===== src/rtl/sb_prog_clk_divider.sv =====
`default_nettype none
// ============================================================================
// Module   : sb_prog_clk_divider
// Purpose  : Runtime-programmable integer divider for the sideband clocking
//            path. Divides i_pll_clk by N (2 .. 2^DIV_W-1) and produces a
//            flop-driven, glitch-free divided clock plus a tick strobe on
//            each rising edge. Ratio changes are handshaked and take effect
//            only on a period boundary. Dropping the enable lets the current
//            period finish before parking the output low.
// Ports    :
//   i_pll_clk     in   1      sole clock
//   i_rst_n       in   1      asynchronous active-low reset
//   i_clk_en      in   1      run request (level)
//   i_div_ratio   in   DIV_W  requested ratio, sampled when i_div_load=1
//   i_div_load    in   1      single-cycle load strobe
//   o_divided_clk out  1      divided clock (flop output)
//   o_tick        out  1      one-cycle pulse with each divided-clock rise
//   o_load_ack    out  1      one-cycle pulse when a new ratio becomes active
//   o_cfg_err     out  1      one-cycle pulse for a load with ratio 0 or 1
//   o_running     out  1      high while not idle
// Revision : 1.0 - initial release
// ============================================================================
module sb_prog_clk_divider #(
  parameter int DIV_W       = 8,
  parameter int DEFAULT_DIV = 4
) (
  input  logic             i_pll_clk,
  input  logic             i_rst_n,
  input  logic             i_clk_en,
  input  logic [DIV_W-1:0] i_div_ratio,
  input  logic             i_div_load,
  output logic             o_divided_clk,
  output logic             o_tick,
  output logic             o_load_ack,
  output logic             o_cfg_err,
  output logic             o_running
);

  // --------------------------------------------------------------------------
  // Elaboration-time guard on the reset ratio
  // --------------------------------------------------------------------------
  if ((DEFAULT_DIV < 2) || (DEFAULT_DIV > ((2 ** DIV_W) - 1))) begin : g_bad_default_div
    $error("sb_prog_clk_divider: DEFAULT_DIV must lie in 2 .. 2^DIV_W-1");
  end

  // --------------------------------------------------------------------------
  // Constants
  // --------------------------------------------------------------------------
  localparam logic [1:0]       c_ST_IDLE  = 2'd0;
  localparam logic [1:0]       c_ST_RUN   = 2'd1;
  localparam logic [1:0]       c_ST_DRAIN = 2'd2;

  localparam logic [DIV_W-1:0] c_DEFAULT  = DIV_W'(DEFAULT_DIV);
  localparam logic [DIV_W-1:0] c_ONE      = DIV_W'(1);
  localparam logic [DIV_W-1:0] c_TWO      = DIV_W'(2);
  localparam logic [DIV_W:0]   c_ONE_X    = (DIV_W+1)'(1);

  // --------------------------------------------------------------------------
  // Registers
  // --------------------------------------------------------------------------
  logic [1:0]       r_state;
  logic [DIV_W-1:0] r_cnt;
  logic [DIV_W-1:0] r_n_act;
  logic [DIV_W-1:0] r_n_pend;
  logic             r_pend_vld;
  logic             r_clk_q;
  logic             r_tick;
  logic             r_load_ack;
  logic             r_cfg_err;
  logic             r_running;

  // --------------------------------------------------------------------------
  // Combinational next-state
  // --------------------------------------------------------------------------
  logic [DIV_W:0]   w_high_time;
  logic [DIV_W:0]   w_cnt_inc;
  logic             w_boundary;
  logic             w_run_like;
  logic             w_load_ok;
  logic             w_load_bad;
  logic             w_apply;

  logic [1:0]       w_state_nxt;
  logic [DIV_W-1:0] w_cnt_nxt;
  logic             w_clk_nxt;
  logic             w_tick_nxt;
  logic [DIV_W-1:0] w_n_act_nxt;
  logic [DIV_W-1:0] w_n_pend_nxt;
  logic             w_pend_vld_nxt;

  // High time is ceil(N/2); one extra bit keeps the +1 from wrapping at the
  // largest legal ratio.
  assign w_high_time = ({1'b0, r_n_act} + c_ONE_X) >> 1;
  assign w_cnt_inc   = {1'b0, r_cnt} + c_ONE_X;

  // r_n_act is never below 2, so n_act-1 never underflows.
  assign w_boundary  = (r_state != c_ST_IDLE) && (r_cnt == (r_n_act - c_ONE));

  // DRAIN with the enable back high behaves exactly like RUN for this cycle,
  // so a re-enable (even on the boundary cycle itself) leaves no phase gap.
  assign w_run_like  = (r_state == c_ST_RUN) ||
                       ((r_state == c_ST_DRAIN) && i_clk_en);

  assign w_load_ok   = i_div_load && (i_div_ratio >= c_TWO);
  assign w_load_bad  = i_div_load && (i_div_ratio <  c_TWO);

  // A pending ratio is taken on any idle edge, or on a counting boundary.
  assign w_apply     = r_pend_vld && ((r_state == c_ST_IDLE) || w_boundary);

  always_comb begin
    w_state_nxt = r_state;
    w_cnt_nxt   = r_cnt;
    w_clk_nxt   = r_clk_q;
    w_tick_nxt  = 1'b0;

    case (r_state)
      c_ST_IDLE: begin
        w_cnt_nxt = '0;
        w_clk_nxt = 1'b0;
        if (i_clk_en) begin
          w_clk_nxt   = 1'b1;
          w_tick_nxt  = 1'b1;
          w_state_nxt = c_ST_RUN;
        end
      end

      c_ST_RUN, c_ST_DRAIN: begin
        if (w_boundary) begin
          w_cnt_nxt = '0;
          if (w_run_like) begin
            // Start the next period; a low enable here still lets this
            // whole period run out before parking.
            w_clk_nxt   = 1'b1;
            w_tick_nxt  = 1'b1;
            w_state_nxt = i_clk_en ? c_ST_RUN : c_ST_DRAIN;
          end else begin
            // Drain complete: park low without starting a new period.
            w_clk_nxt   = 1'b0;
            w_state_nxt = c_ST_IDLE;
          end
        end else begin
          w_cnt_nxt   = w_cnt_inc[DIV_W-1:0];
          w_clk_nxt   = (w_cnt_inc < w_high_time);
          w_state_nxt = i_clk_en ? c_ST_RUN : c_ST_DRAIN;
        end
      end

      default: begin
        w_cnt_nxt   = '0;
        w_clk_nxt   = 1'b0;
        w_state_nxt = c_ST_IDLE;
      end
    endcase
  end

  // Ratio handshake. The apply decision only looks at the registered pending
  // flag, so a load arriving in the same cycle as a boundary (or an apply)
  // lands in n_pend and waits for the following boundary.
  always_comb begin
    w_n_act_nxt    = r_n_act;
    w_n_pend_nxt   = r_n_pend;
    w_pend_vld_nxt = r_pend_vld;

    if (w_apply) begin
      w_n_act_nxt    = r_n_pend;
      w_pend_vld_nxt = 1'b0;
    end

    if (w_load_ok) begin
      w_n_pend_nxt   = i_div_ratio;
      w_pend_vld_nxt = 1'b1;
    end
  end

  // --------------------------------------------------------------------------
  // Sequential state
  // --------------------------------------------------------------------------
  always_ff @(posedge i_pll_clk or negedge i_rst_n) begin
    if (!i_rst_n) begin
      r_state    <= c_ST_IDLE;
      r_cnt      <= '0;
      r_n_act    <= c_DEFAULT;
      r_n_pend   <= c_DEFAULT;
      r_pend_vld <= 1'b0;
      r_clk_q    <= 1'b0;
      r_tick     <= 1'b0;
      r_load_ack <= 1'b0;
      r_cfg_err  <= 1'b0;
      r_running  <= 1'b0;
    end else begin
      r_state    <= w_state_nxt;
      r_cnt      <= w_cnt_nxt;
      r_n_act    <= w_n_act_nxt;
      r_n_pend   <= w_n_pend_nxt;
      r_pend_vld <= w_pend_vld_nxt;
      r_clk_q    <= w_clk_nxt;
      r_tick     <= w_tick_nxt;
      r_load_ack <= w_apply;
      r_cfg_err  <= w_load_bad;
      // Registered copy of (next state != IDLE) so the output is flop-driven
      // while still tracking the state register exactly.
      r_running  <= (w_state_nxt != c_ST_IDLE);
    end
  end

  // --------------------------------------------------------------------------
  // Outputs
  // --------------------------------------------------------------------------
  assign o_divided_clk = r_clk_q;
  assign o_tick        = r_tick;
  assign o_load_ack    = r_load_ack;
  assign o_cfg_err     = r_cfg_err;
  assign o_running     = r_running;

endmodule
`default_nettype wire


===== config.mk =====
export PLATFORM = sky130hd
export DESIGN_NAME = sb_prog_clk_divider
export DESIGN_NICKNAME = d
export VERILOG_FILES = /design/src/rtl/sb_prog_clk_divider.sv
export SDC_FILE = /design/constraint.sdc
export NUM_CORES = 1
export LEC_CHECK = 0
export ABC_AREA = 1
export BUFFER_PORTS_ARGS = -buffer_cell sky130_fd_sc_hd__buf_4
export CAP_MARGIN = 0
export CORE_MARGIN = 1
export CORE_UTILIZATION = 47
export DETAILED_ROUTE_END_ITERATION = 8
export PLACE_DENSITY = 0.74
export SLEW_MARGIN = 15
export SYNTH_ARGS = -nofsm -noshare
export SYNTH_HDL_FRONTEND = slang
export SYNTH_SLANG_ARGS = --single-unit

===== constraint.sdc =====
create_clock -name i_pll_clk -period 2.5 [get_ports i_pll_clk]
set_clock_uncertainty 0.2 [all_clocks]
set_input_delay 0.5 -clock i_pll_clk [delete_from_list [all_inputs] [get_ports i_pll_clk]]
set_output_delay 0.5 -clock i_pll_clk [all_outputs]
set_load 0.01 [all_outputs]

==> load_flow_metrics.sql, run 1 <==
INSERT INTO impl_metrics (metric_group, metric, value, unit) VALUES
('cts', 'ctsHtreeMaxLevel', '2', ''),
('timing', 'max_slew.worst_pin.slew', '399', 'ps'),
('flow_run', 'drv_cap', '0', ''),
('timing', 'max-slew-margin-rel', '73.4', '%'),
('cts', 'cts_made_buffers', '5', ''),
('floorplan', 'design.core.area', '4060', 'µm²'),
('yosys', 'synth_most_common_cell', 'nand2_1', ''),
('global_routing', 'grt_antenna_before_repair', '0', ''),
('yosys', 'synth_commonest_cells', 'nand2_1, inv_1, dfrtp_1, nor2_1, ha_1', ''),
('detailed_routing', 'detailedRoute.firstPassIterationCount', '5', ''),
('final_layout', 'multiInputGateArea', '1080', 'µm²'),
('worst_setup_path', 'worst-setup-path-type', 'reg2reg', ''),
('power_and_ir_drop', 'finalPower', '2540', 'µW'),
('global_routing', 'global_route.usage.total', '20.2', '%'),
('floorplan', 'initial_core_util', '49.9', '%'),
('yosys', 'yosys_warnings', '0', ''),
('yosys', 'proportion_of_synthesized_chip_area_in_sequential_cells', '39.7', '%'),
('yosys', 'avgSynthCellArea', '7.81', 'µm²'),
('timing', 'timing.fmax', '416', 'MHz'),
('floorplan', 'fp.dieH', '67.6', 'µm'),
('yosys', 'yosys.area.top_type_share', '37.1', '%'),
('worst_setup_path', 'crit_fanout', '4', ''),
('worst_setup_path', 'worst_setup_path_end_kind', 'register', ''),
('final_layout', 'num_antenna_cells', '0', ''),
('worst_setup_path', 'worstSetupStartpointType', 'register', ''),
('cts', 'clock_tree.buffer_depth', '2', ''),
('timing', 'hold_viol', '0', ''),
('timing', 'setup_slack', '95.6', 'ps'),
('hold_path', 'hp-class', 'in2reg', ''),
('worst_setup_path', 'critical_path.max_stage_delay', '530', 'ps'),
('worst_setup_path', 'cp_data_required_time', '2520', 'ps'),
('timing', 'finalCritPeriodShare', '96.2', '%'),
('place', 'gpl.final_weighted_congestion', '0.865', ''),
('detailed_routing', 'drc_errors', '0', ''),
('detailed_routing', 'detail_route.iter0.violations', '82', ''),
('global_routing', 'grt_first_pass_wirelength', '6610', 'µm'),
('yosys', 'syn-instance-count', '259', ''),
('power_and_ir_drop', 'vdd.ir_drop.worst', '0.714', 'mV'),
('global_routing', 'first_global_vias', '1448', ''),
('final_layout', 'nNetsFinal', '311', ''),
('final_layout', 'area_growth_syn_to_layout', '16.6', '%'),
('place', 'hpwl', '2950', 'µm'),
('detailed_routing', 'vias', '1629', ''),
('cts', 'clk_pin_slew_worst_paths', '70', 'ps'),
('worst_setup_path', 'cell_breakdown_of_the_critical_path', 'inv_2 > nor3_2 > inv_1 > nor2_2 > inv_2 > nor3_2 > xnor2_1 > ha_1 > a21oi_2 > o211ai_1 > nor2_1 > nand2_1 > nand2_1 > nand3_2 > a21oi_2', ''),
('cts', 'insertion_delay', '290', 'ps'),
('global_routing', 'grt_max_degree', '33', ''),
('hold_path', 'hold_end', 'r_n_pend[0]$_DFFE_PN0P_', ''),
('worst_setup_path', 'worstReg2RegEnd', 'o_divided_clk$_DFF_PN0_', ''),
('worst_setup_path', 'crit_path_top_delay_cell', 'dfstp_2', ''),
('yosys', 'yosys_most_used_dff', 'dfrtp_1', ''),
('power_and_ir_drop', 'leakage', '0.00118', 'µW'),
('yosys', 'netlist_area', '2020', 'µm²'),
('worst_setup_path', 'crit-reg2reg-launch', 'r_n_act[2]$_DFFE_PN1P_', ''),
('place', 'port_buffers', '16', ''),
('timing', 'setup_violations', '0', ''),
('yosys', 'synthDistinctLibCells', '30', ''),
('run_status', 'status', 'finished clean', ''),
('cts', 'cts_tree', 'yes', ''),
('cts', 'clock-root-buffer', 'clkbuf_8', ''),
('yosys', 'synthArstFlopShare', '100', '%'),
('floorplan', 'fp.dieArea', '4570', 'µm²'),
('timing', 'finalWorstPathRequiredPeriod', '2400', 'ps'),
('final_layout', 'fill_cells', '384', ''),
('yosys', 'syn-num-nets', '285', ''),
('global_routing', 'grt_overflow', '0', ''),
('hold_path', 'holdCritStartpoint', 'i_div_ratio[0]', ''),
('yosys', 'synth_largest_area_cell', 'dfrtp_1', ''),
('final_layout', 'drive_gt1_share', '25.5', '%'),
('yosys', 'postSynthRegisterBits', '32', ''),
('yosys', 'synth_enable_flop_cells', '0', '');
==> worst max-delay path, delay by kind of cell (launching register included) <==
family | cells | cell delay [ps]
and+or+nand+nor | 7 | 630
DFF | 1 | 530
AOI/OAI and AO/OA | 3 | 350
adders and majority gates | 1 | 330
buffers and inverters | 3 | 200
xor gates and xnor gates | 1 | 90
==> logic make-up (layout without fill, tap and decap cells) <==
family | after synthesis | count (layout) | synth area share (%)
buffers and inverters | 45 | 72 | 9.21
flip-flops | 32 | 32 | 39.7
adder cells (fa/ha/maj) | 14 | 14 | 8.66
AO/OA/AOI/OAI | 26 | 26 | 6.86
multiplexers | 5 | 5 | 2.78
AND/OR/NAND/NOR | 126 | 126 | 28.0
XOR/XNOR | 11 | 11 | 4.76
==> worst max path at each step <==
stage	start	end	slack, ps	cells after the start
6_report	r_n_act[2]$_DFFE_PN1P_	o_divided_clk$_DFF_PN0_	100	15
5_1_grt	r_n_act[2]$_DFFE_PN1P_	o_divided_clk$_DFF_PN0_	-70	15
4_1_cts	r_cnt[1]$_DFF_PN0_	o_divided_clk$_DFF_PN0_	60	14
3_5_place_dp	r_n_act[2]$_DFFE_PN1P_	o_divided_clk$_DFF_PN0_	80	16
3_3_place_gp	r_cnt[1]$_DFF_PN0_	o_divided_clk$_DFF_PN0_	120	13
2_1_floorplan	r_n_act[2]$_DFFE_PN1P_	o_divided_clk$_DFF_PN0_	150	15
==> what timing repair did <==
action | 4_1_cts | 5_1_grt
resized for setup | 0 | 15
buffers inserted | 0 | 1
endpoints found under the hold margin | 30 | 0
setup endpoints to repair | 0 | 1
hold buffers | 1 | 0
==> report_power, final <==
| part | total, µW | switching (µW) | internal [µW] |
|---|---|---|---|
| clock network | 380 | 185 | 195 |
| registers | 813 | 142 | 672 |
| logic | 1350 | 827 | 519 |
| total | 2540 | 1150 | 1390 |
==> per-layer routing <==
layer	share of wire, %	global-route usage [%]	up-vias
li1	-	-	859
met1	47	27.1	727
met2	47	30.6	38
met3	4.4	5.74	5
met4	1.5	7.98	0
met5	0	0	-
==> layout by cell type (no fill, tap or decap), types with 6 or more instances in the layout <==
cell type,synthesis,layout
nand2_1,60,60
inv_1,33,32
dfrtp_1,30,29
nor2_1,27,25
buf_4,0,20
ha_1,14,13
nand3_1,12,11
o21ai_1,9,11
inv_2,9,10
nand2_2,9,9
xor2_1,8,6
==> area by class of cell <==
| cell class | count | share of cell area (%) |
|---|---|---|
| Timing Repair Buffer | 21 | 6.79 |
| Tap cell | 50 | 2.65 |
| Clock inverter | 1 | 0.212 |
| Sequential cell | 32 | 34.1 |
| Multi-Input combinational cell | 182 | 45.9 |
| Inverter | 43 | 7.06 |
| Clock buffer | 7 | 3.24 |
==> flip-flops by register name (all words and copies together), names as in the netlist <==
register / cells
r_cnt: 8
o_cfg_err: 1
o_load_ack: 1
r_n_act: 8
o_running: 1
o_divided_clk: 1
o_tick: 1
r_state: 2
r_n_pend: 8
r_pend_vld: 1
==> through the flow <==
step / instance area (µm²) / cells / hold WS [ps] / utilization [%]
after floorplan: 2020 / 259 / 4.41 / -
after global placement: 2210 / 326 / 259 / 54.4
after detailed placement: 2210 / 326 / 262 / 54.4
after CTS: 2300 / 335 / 241 / 56.7
after global routing: 2360 / 336 / 242 / 58.1
final: 2360 / 336 / 246 / 58.1
(Power assumes the default switching activity.)
==> run 2: changes to the inputs <==
- CTS_BUF_LIST: not set -> sky130_fd_sc_hd__clkbuf_4
- GPL_TIMING_DRIVEN: not set -> 0
==> run 2 against run 1 <==
  * Via count increased by 1.4%
  * Combinational power about the same
  * Wire length decreased by 3.6%
  * Critical path type unchanged
==> load_flow_metrics.sql, run 2 (synthesis results as in run 1) <==
INSERT INTO impl_metrics (metric_group, metric, value, unit) VALUES
('power_and_ir_drop', 'finalPower', '2400', 'µW'),
('detailed_routing', 'viasPerCell', '4.94', ''),
('final_layout', 'cell_count_final_fillers_out', '334', ''),
('global_routing', 'grt_max_degree', '33', ''),
('worst_setup_path', 'cp_data_required_time', '2560', 'ps'),
('detailed_routing', 'top_signal_layer_used', 'met4', ''),
('worst_setup_path', 'crit-reg2reg-launch', 'r_n_act[2]$_DFFE_PN1P_', ''),
('detailed_routing', 'met3_wirelength', '112', 'µm'),
('worst_setup_path', 'worstSetupStartpointType', 'register', ''),
('worst_setup_path', 'critPathArrivalTime', '2490', 'ps'),
('global_routing', 'grt_overflow', '0', ''),
('hold_path', 'hp-class', 'in2reg', ''),
('place', 'hpwl', '2980', 'µm'),
('worst_setup_path', 'worst_setup_path_end_kind', 'register', ''),
('worst_setup_path', 'setup.worst_path.start', 'r_n_act[2]$_DFFE_PN1P_', ''),
('final_layout', 'num_antenna_cells', '0', ''),
('cts', 'clk_pin_slew_worst_paths', '100', 'ps'),
('timing', 'setup_slack', '70.3', 'ps'),
('worst_setup_path', 'worst-setup-path-type', 'reg2reg', ''),
('floorplan', 'initial_core_util', '49.9', '%'),
('cts', 'clock-root-buffer', 'clkbuf_4', ''),
('timing', 'timing.fmax', '412', 'MHz'),
('flow_run', 'drv_cap', '0', ''),
('detailed_routing', 'detail_route.wirelength', '3850', 'µm'),
('floorplan', 'fp.dieArea', '4570', 'µm²'),
('detailed_routing', 'vias', '1651', ''),
('timing', 'setup_tns', '0', 'ps'),
('timing', 'hold_viol', '0', ''),
('final_layout', 'most-common-layout-cells', 'nand2_1, inv_1, dfrtp_1', ''),
('detailed_routing', 'met2WireLength', '1960', 'µm'),
('power_and_ir_drop', 'pwr_density_cell', '1040', 'nW/µm²'),
('timing', 'final_max_slew_viol_count', '0', ''),
('timing', 'rsz_0062_raised_after_global_routing', 'true', ''),
('cts', 'clock_sink_count', '32', ''),
('final_layout', 'drive_gt1_share', '24.3', '%'),
('cts', 'cts_made_buffers', '5', ''),
('worst_setup_path', 'crit_fanout', '4', ''),
('hold_path', 'holdCritStartpoint', 'i_div_ratio[0]', ''),
('detailed_routing', 'final_antenna_net_count', '0', ''),
('floorplan', 'die_width', '67.6', 'µm'),
('place', 'port_buffers', '16', ''),
('place', 'place_ws', '-92.2', 'ps'),
('run_status', 'status', 'finished clean', ''),
('floorplan', 'num_io_pins', '17', ''),
('power_and_ir_drop', 'leakage', '0.00117', 'µW'),
('global_routing', 'grt_first_pass_wirelength', '6380', 'µm'),
('floorplan', 'design.core.area', '4060', 'µm²'),
('timing', 'setup_violations', '0', ''),
('place', 'placedCellCount', '325', ''),
('detailed_routing', 'detail_route.iter0.violations', '69', ''),
('final_layout', 'layout.cells.most_common', 'nand2_1', ''),
('global_routing', 'grt_antenna_before_repair', '0', ''),
('final_layout', 'layout.area.seq', '805', 'µm²'),
('final_layout', 'largest_registers', 'r_cnt: 8 flops, r_n_act: 8 flops, r_n_pend: 8 flops', ''),
('cts', 'insertion_delay', '320', 'ps'),
('final_layout', 'nNetsFinal', '310', ''),
('global_routing', 'first_global_vias', '1480', ''),
('timing', 'max_slew.worst_pin.slew', '404', 'ps'),
('cts', 'cts_tree', 'yes', ''),
('final_layout', 'fill_cells', '392', ''),
('timing', 'finalWorstPathRequiredPeriod', '2430', 'ps'),
('final_layout', 'final_core_utilization', '57.1', '%'),
('global_routing', 'global_route.usage.total', '19.1', '%'),
('cts', 'ctsHtreeMaxLevel', '2', ''),
('cts', 'clock_tree.buffer_depth', '2', ''),
('power_and_ir_drop', 'vdd.ir_drop.worst', '0.553', 'mV'),
('detailed_routing', 'met1_routed_wirelength_after_detailed_routing', '1720', 'µm'),
('detailed_routing', 'drc_errors', '0', ''),
('floorplan', 'fp.dieH', '67.6', 'µm'),
('detailed_routing', 'detailedRoute.firstPassIterationCount', '4', ''),
('detailed_routing', 'post_drt_wl_per_cell', '11.5', 'µm'),
('timing', 'finalCritPeriodShare', '97.2', '%'),
('place', 'gpl.final_weighted_congestion', '0.842', ''),
('timing', 'max-slew-margin-rel', '73.1', '%'),
('final_layout', 'multiInputGateArea', '1080', 'µm²'),
('floorplan', 'row_count', '23', ''),
('final_layout', 'area_growth_syn_to_layout', '14.6', '%');
## run 2: what timing repair did
| item | in CTS | in global routing |
|---|---|---|
| endpoints found under the setup margin | 1 | 1 |
| hold buffers | 1 | 0 |
| buffers inserted | 1 | 0 |
| resized for setup | 2 | 12 |
| hold endpoints to repair | 30 | 0 |
| pin swaps | 0 | 5 |
## run 2: layer usage
layer  vias up  global-route usage, %
li1        859                      -
met1       755                   24.4
met2        31                   31.3
met3         6                   4.05
met4         0                   7.18
met5         -                      0
## run 2: per-stage QoR
stage / instance area [µm²] / hold slack (ps)
3_5_place_dp: 2210 / 262
3_3_place_gp: 2210 / 260
2_1_floorplan: 2020 / 4.41
6_report: 2320 / 213
4_1_cts: 2270 / 199
5_1_grt: 2320 / 191
## run 2: final timing paths
check	to	slack, ps	depth (start not counted)
max in group asynchronous	r_n_pend[2]$_DFFE_PN1P_	1320	2
max	o_divided_clk$_DFF_PN0_	70	15
min	r_n_pend[0]$_DFFE_PN0P_	210	2
min in group asynchronous	r_cnt[5]$_DFF_PN0_	440	2
min reg2reg	r_n_act[2]$_DFFE_PN1P_	290	2
max reg2reg	o_divided_clk$_DFF_PN0_	70	15
## run 2: critical path, cell delays in order (launching register included)
cell	delay (ps)
dfstp_2	540
inv_2	50
nor3_2	110
inv_1	80
nor2_2	100
inv_2	70
nor3_4	180
xnor2_1	140
ha_1	270
a21oi_2	130
o211ai_1	90
nor2_1	100
nand2_1	50
nand2_1	60
nand3_1	60
a21oi_1	120
## run 2: power by group
part	total (µW)	internal, µW	switching, µW
clock network	256	98.0	158
registers	816	671	145
logic	1330	525	806
## run 2: cell type report
type                    count  area share [%]
plain buffers               2           0.863
clock buffers               5            1.62
clock inverters             2           0.324
inverters                  43            7.18
multi-input cells         182            46.7
flip-flops and latches     32            34.7
well taps                  50            2.70
repair buffers             18            5.94
